==> src/rtl/byte_stream_packer.sv <==
// byte_stream_packer: widens an 8-bit ready/valid byte stream into
// BYTE_COUNT-byte words with per-lane strobes and end-of-packet flag.
// Lane i of the word carries the i-th byte of the word; lane 0 is the
// first byte received. A byte with in_last flushes a partial word.

// One byte lane: its slice of the accumulator and of the holding register.
module byte_stream_packer_lane (
  input  logic       clk,
  input  logic       rst_n,
  input  logic       wr,        // accepted byte targets this lane
  input  logic       load,      // completing byte: move acc into holding reg
  input  logic       hit,       // lane counter points at this lane
  input  logic       keep,      // lane index <= lane counter
  input  logic [7:0] in_data,
  output logic [7:0] out_byte,
  output logic       strb
);
  logic [7:0] acc;

  // Accumulator lane: captures a byte, cleared whenever a word is emitted
  // so unfilled lanes of the next partial word read as zero.
  always_ff @(posedge clk or negedge rst_n) begin
    if (!rst_n)    acc <= '0;
    else if (load) acc <= '0;
    else if (wr)   acc <= in_data;
  end

  // Holding lane: the completing byte bypasses acc in its own lane.
  always_ff @(posedge clk or negedge rst_n) begin
    if (!rst_n) begin
      out_byte <= '0;
      strb     <= 1'b0;
    end else if (load) begin
      out_byte <= hit ? in_data : acc;
      strb     <= keep;
    end
  end
endmodule

module byte_stream_packer #(
  parameter int BYTE_COUNT = 4
) (
  input  logic                    clk,
  input  logic                    rst_n,
  input  logic [7:0]              in_data,
  input  logic                    in_valid,
  output logic                    in_ready,
  input  logic                    in_last,
  output logic [8*BYTE_COUNT-1:0] out_data,
  output logic [BYTE_COUNT-1:0]   out_strb,
  output logic                    out_last,
  output logic                    out_valid,
  input  logic                    out_ready
);
  localparam int CW = $clog2(BYTE_COUNT);

  logic [CW-1:0]                cnt;
  logic                         accept;
  logic                         complete;
  logic [BYTE_COUNT-1:0][7:0]   lane_q;

  // Intake only while the holding register is free or draining this edge.
  assign in_ready = !out_valid | out_ready;
  assign accept   = in_valid & in_ready;
  assign complete = accept & (in_last | (cnt == CW'(BYTE_COUNT - 1)));
  assign out_data = lane_q;

  // Lane counter: advances per accepted byte, wraps on word completion.
  always_ff @(posedge clk or negedge rst_n) begin
    if (!rst_n)        cnt <= '0;
    else if (complete) cnt <= '0;
    else if (accept)   cnt <= cnt + 1'b1;
  end

  // Holding valid/last: reload on completion, otherwise drop on consume.
  always_ff @(posedge clk or negedge rst_n) begin
    if (!rst_n) begin
      out_valid <= 1'b0;
      out_last  <= 1'b0;
    end else if (complete) begin
      out_valid <= 1'b1;
      out_last  <= in_last;
    end else if (out_ready) begin
      out_valid <= 1'b0;
    end
  end

  for (genvar i = 0; i < BYTE_COUNT; i++) begin : g_lane
    byte_stream_packer_lane u_lane (
      .clk      (clk),
      .rst_n    (rst_n),
      .wr       (accept & (cnt == CW'(i))),
      .load     (complete),
      .hit      (cnt == CW'(i)),
      .keep     (int'(cnt) >= i),
      .in_data  (in_data),
      .out_byte (lane_q[i]),
      .strb     (out_strb[i])
    );
  end
endmodule

==> config.mk <==
export PLATFORM = sky130hd
export DESIGN_NAME = byte_stream_packer
export DESIGN_NICKNAME = d
export VERILOG_FILES = /design/src/rtl/byte_stream_packer.sv
export SDC_FILE = /design/constraint.sdc
export NUM_CORES = 1
export LEC_CHECK = 0
export ABC_AREA = 1
export ABC_CLOCK_PERIOD_IN_PS = 2200
export CAP_MARGIN = 30
export CORE_MARGIN = 10
export CORE_UTILIZATION = 37
export DETAILED_ROUTE_END_ITERATION = 7
export GPL_TIMING_DRIVEN = 0
export MAX_ROUTING_LAYER = met4
export RECOVER_POWER = 25
export SLEW_MARGIN = 0
export SYNTH_ARGS = -nofsm -noshare
export SYNTH_HDL_FRONTEND = slang
export SYNTH_HIERARCHICAL = 1
export SYNTH_SLANG_ARGS = --single-unit
==> constraint.sdc <==
create_clock -name clk -period 2.2 [get_ports clk]
set_input_delay 0.33 -clock clk [delete_from_list [all_inputs] [get_ports clk]]
set_output_delay 0.33 -clock clk [all_outputs]
set_load 0.1 [all_outputs]
======== Word-level counts from Yosys, hierarchy flattened ========
Cells that the tools add are included.
word-level totals
  register bits ........................... 72
  logic and storage cells ................. 54
  output and inout bits ................... 39
operators by class
  bitwise gates (word level) .............. 8
  magnitude comparators ................... 3
  muxes and demuxes ....................... 16
  add/sub/neg operators ................... 1
  equality and inequality tests ........... 3
  reductions and logical operators ........ 8
operators by type and width
  cell                                                                                  count
  8-bit 2-to-1 mux                                                                      12
  2-bit nonzero test                                                                    6
  1-bit bitwise AND                                                                     6
  2-bit == test (second input constant)                                                 2
  2-bit greater-or-equal comparator (second input constant)                             2
  2-bit 2-to-1 mux                                                                      2
  2-bit by 1-bit adder with 2-bit output (second input constant)                        1
  2-bit by 1-bit == test with 1-bit output (second input constant)                      1
  2-bit by 1-bit greater-or-equal comparator with 1-bit output (second input constant)  1
  2-bit logical NOT                                                                     1
  1-bit 2-to-1 mux                                                                      2
  1-bit OR                                                                              2
  1-bit logical NOT                                                                     1

======== Longest topological paths before layout ========
Gate-level depths: netlist (run 1).
  word-level depth ........................ 6
  mapped depth ............................ 8
  depth with buffers taken out ............ 7

======== Hierarchy ========
Netlist (run 1), hierarchy kept.
by module, submodules not included
  module                   seq. area each (um^2)  cells an instance  times used  area each (um^2)
  byte_stream_packer_lane  425.4                  98                 4           800.8
  byte_stream_packer       100.1                  37                 1           312.8

======== Worst setup path after synthesis (run 1) ========
Ideal clock, no wire load.
  kind .................................... register to register
  from .................................... reg out_valid
  to ...................................... reg g_lane[3].u_lane.acc[0]
  buffers on the path ..................... 0
  arrival time ............................ 2.359 ns
  clock period less this slack ............ 2.480 ns
  library setup time ...................... 0.121 ns
  stages on the path, launching flop included .. 7
  setup slack ............................. -0.280 ns
  cells stage by stage .................... dfrtp_1 -> nand2_4 -> nand2_4 -> nor2_1 -> inv_2 -> nand2_2 -> o21ai_2
between the ends
  longest elaborated chain between the ends .. 5
  elaborated cells between the ends (all ways) .. 7
RTL lines
  element                                                        RTL line  RTL
  start: declaration                                             52        output logic out_valid,
  start signal: assignment                                       78        out_valid <= 1'b0;
  start signal: assignment                                       81        out_valid <= 1'b1;
  start signal: assignment                                       84        out_valid <= 1'b0;
  1-bit logical NOT *                                            63        assign in_ready = !out_valid | out_ready;
  1-bit OR *                                                     63
  net in_ready                                                   47        output logic in_ready,
  1-bit bitwise AND *                                            64        assign accept = in_valid & in_ready;
  1-bit bitwise AND *                                            65        assign complete = accept & (in_last | (cnt == CW'(BYTE_COUNT - 1)));
  net complete                                                   59        logic complete;
  8-bit 2-to-1 mux / 2-bit nonzero test (equally long branches)  n/a
  end signal: assignment                                         25        else if (wr) acc <= in_data;
  end: declaration                                               18        logic [7:0] acc;
Mark *: on every way through the listed nets, which the timed path passes. The rest lies on a longest branch.
A chain may end at the register's enable or synchronous reset.

======== Worst setup path in the final report (run 1) ========
  from .................................... reg g_lane[0].u_lane.out_byte[7]
  to ...................................... out out_data[7]
RTL lines
  element                   RTL line  RTL
  start: declaration        15        output logic [7:0] out_byte,
  start signal: assignment  34        out_byte <= hit ? in_data : acc;
  end: declaration          49        output logic [8*BYTE_COUNT-1:0] out_data,
No word-level cell between the ends.

==> flow_summary.json, run 1 <==
{
  "cp.required_ps": 1870,
  "period_needed_ps": 2157,
  "r2r-end": "g_lane[2].u_lane/acc[6]",
  "grt_first_pass_wirelength_um": 14130,
  "wire_per_inst_um": 13.40,
  "netlist_area_um2": 3516,
  "clockBufferDepth": 2,
  "cts.sinks": 72,
  "synth_nets": 447,
  "critPathSlowestCell": "clkdlybuf4s50_1",
  "root_buffer": "clkbuf_8",
  "antenna_found_initial": 0,
  "mostFrequentLayoutCells": "176 x nand2_1, 72 x inv_1, 72 x dfrtp_1",
  "initial_core_util_pct": 38.05,
  "cpPeakStageDelay_ps": 1140,
  "hold_path_class": "reg2reg",
  "grt_pass1_vias": 2852,
  "wirelength_um": 8388,
  "fin_skew_ps": 7.943,
  "ant_nets": 0,
  "highest_layer": "met4",
  "drv_slew": 0,
  "fin_util_pct": 48.06,
  "wl_met1_um": 4020,
  "layout_commonest_cell": "nand2_1",
  "cap_violations": 0,
  "core.rowCount": 35,
  "outcome": "finished, final reports clean",
  "drt_iter0_markers": 122,
  "cts_buffers": 9,
  "rsz0062_at_grt": "no",
  "yosysSeqAreaShare_pct": 51.25,
  "tns_ps": 0,
  "p_per_area_nw_per_um2": 1296,
  "cp_max_fo": 2,
  "fin_ws_ps": 43.20,
  "cpLargestDelayFamily": "buffers and inverters",
  "cp-end-kind": "output pin",
  "p_total_mw": 5.757,
  "pre_cts_ws_ps": -239.5,
  "whs_ps": 467.2,
  "relSlewSlack_pct": 34.17,
  "yosysUniqueCellTypes": 15,
  "cts.clk_slew.worst_paths_ps": 70,
  "nNetsFinal": 511,
  "crit_start": "g_lane[0].u_lane/out_byte[7]",
  "whs_path_depth": 2,
  "holdPathEnd": "g_lane[3].u_lane/strb",
  "syn_area_per_cell_um2": 8.196,
  "diodes": 0,
  "finalCritPeriodShare_pct": 98.04,
  "drive_gt1_share_pct": 16.10,
  "synth_warnings": 6,
  "synth-seq-cells": 72,
  "max_freq_mhz": 463.6,
  "final_hold_viol_count": 0,
  "setup_violations": 0,
  "pin_count": 52,
  "crit_type": "reg2out",
  "arrival_ps": 1830,
  "worst_pin_slew_ps": 985.8,
  "clk_latency_ps": 340,
  "grtUsageTotal_pct": 12.81,
  "core_area_um2": 9240,
  "cts_tree": "built",
  "vias_per_cell": 4.438,
  "wl_met2_um": 3925,
  "syn_inst": 429,
  "post_cts_buffers": 0,
  "portBuffers": 51,
  "syn2layout_area_growth_pct": 26.30,
  "grt_overflow": 0,
  "cellLeakagePower_nw": 2.789,
  "drc_errors": 0,
  "dr.pass1.iters": 4,
  "critPathBufInv": 1,
  "route.met3.wl_um": 267,
  "gp_congestion": 0.7976,
  "design.die.area_um2": 13800,
  "cp-start-kind": "flop",
  "fp.dieW_um": 117.5,
  "via_count": 2778,
  "min-delay-start": "g_lane[3].u_lane/strb",
  "grt_max_degree": 46,
  "ir_drop_v": 0.0005391,
  "crit_chain": "clkdlybuf4s50_1",
  "r2r_slack_ps": 330,
  "dieHeight_um": 117.5,
  "htreeDepth": 3,
  "worstRegToRegCells": 6,
  "dpl.hpwl_um": 5807,
  "r2r_start": "cnt[0]"
}
## stage by stage
step | cells | instance area, µm²
floorplan | 429 | 3527
global placement | 609 | 4199
detailed placement | 610 | 4224
CTS | 626 | 4383
global route | 626 | 4441
finish | 626 | 4441
## cells in the mapped netlist, drive strengths merged
master / n / area share, %
inv: 80 / 8.5
o21ai: 34 / 8.5
nor2: 9 / 2.0
nand3: 34 / 4.8
conb: 1 / 0.11
buf: 8 / 2.1
ha: 5 / 1.8
nand4: 1 / 0.18
dfrtp: 72 / 51
nand2: 185 / 21
## cell families (layout without fill, tap and decap cells)
logic type	Yosys count	count (layout)	synth area share, %
compound gates	34	34	8.470
fa+ha+maj	5	5	1.779
buf+inv	88	156	10.68
flops	72	72	51.25
other cells	1	1	0.1067
simple gates	229	229	27.72
## layout make-up
class                      count  area [µm²]
timing repair buffer          53       598.1
fill                         908        4800
buffer                         8       75.07
multi-input combinational    269        1350
sequential                    72        1802
clock buffer                  11       131.4
tap                          129       161.4
clock inverter                 4       22.52
inverter                      80       300.3
## flip-flops by register name, summed over array words and instances, names as in the netlist
name                    count
g_lane.u_lane/acc          32
g_lane.u_lane/out_byte     32
g_lane.u_lane/strb          4
cnt                         2
out_last                    1
out_valid                   1
## power by group
group / switching [mW] / internal, mW / leakage (nW)
Combinational: 2.36 / 0.684 / 1.76
Sequential: 0.173 / 1.66 / 0.952
Clock: 0.480 / 0.398 / 0.0789
Total: 3.01 / 2.74 / 2.79
## what timing repair did
action / in CTS / in global routing
hold buffers: 1 / 0
gates resized for setup: 4 / 32
setup endpoints to repair: 4 / 32
endpoints found under the hold margin: 27 / 0
cloned: 0 / 0
## worst max-delay path by stage
stage | endpoint | depth (start not counted)
final | out_data[7] | 1
after global routing | out_data[7] | 1
after floorplan | g_lane[3].u_lane/acc[0] | 6
after detailed placement | in_ready | 4
after global placement | g_lane[1].u_lane/out_byte[2] | 1
after CTS | out_data[11] | 1
## per-layer routing
metal	vias to the layer above	track usage (%)
met5	-	-
met4	0	4.791
met3	14	2.878
met2	49	19.97
met1	1300	15.89
li1	1415	-
## tightest hold or removal path, delay by kind of cell, from the launching register on
kind	cells	cell delay [ps]
AND/OR/NAND/NOR	2	100
flip-flops	1	340
Power figures use the tool's default switching activity.
==> inputs of run 2 (changes only) <==
Settings changed: GPL_ROUTABILITY_DRIVEN set to 0.
==> results of run 2 <==
The final DEF is identical to that of run 1; final timing and power are the same.
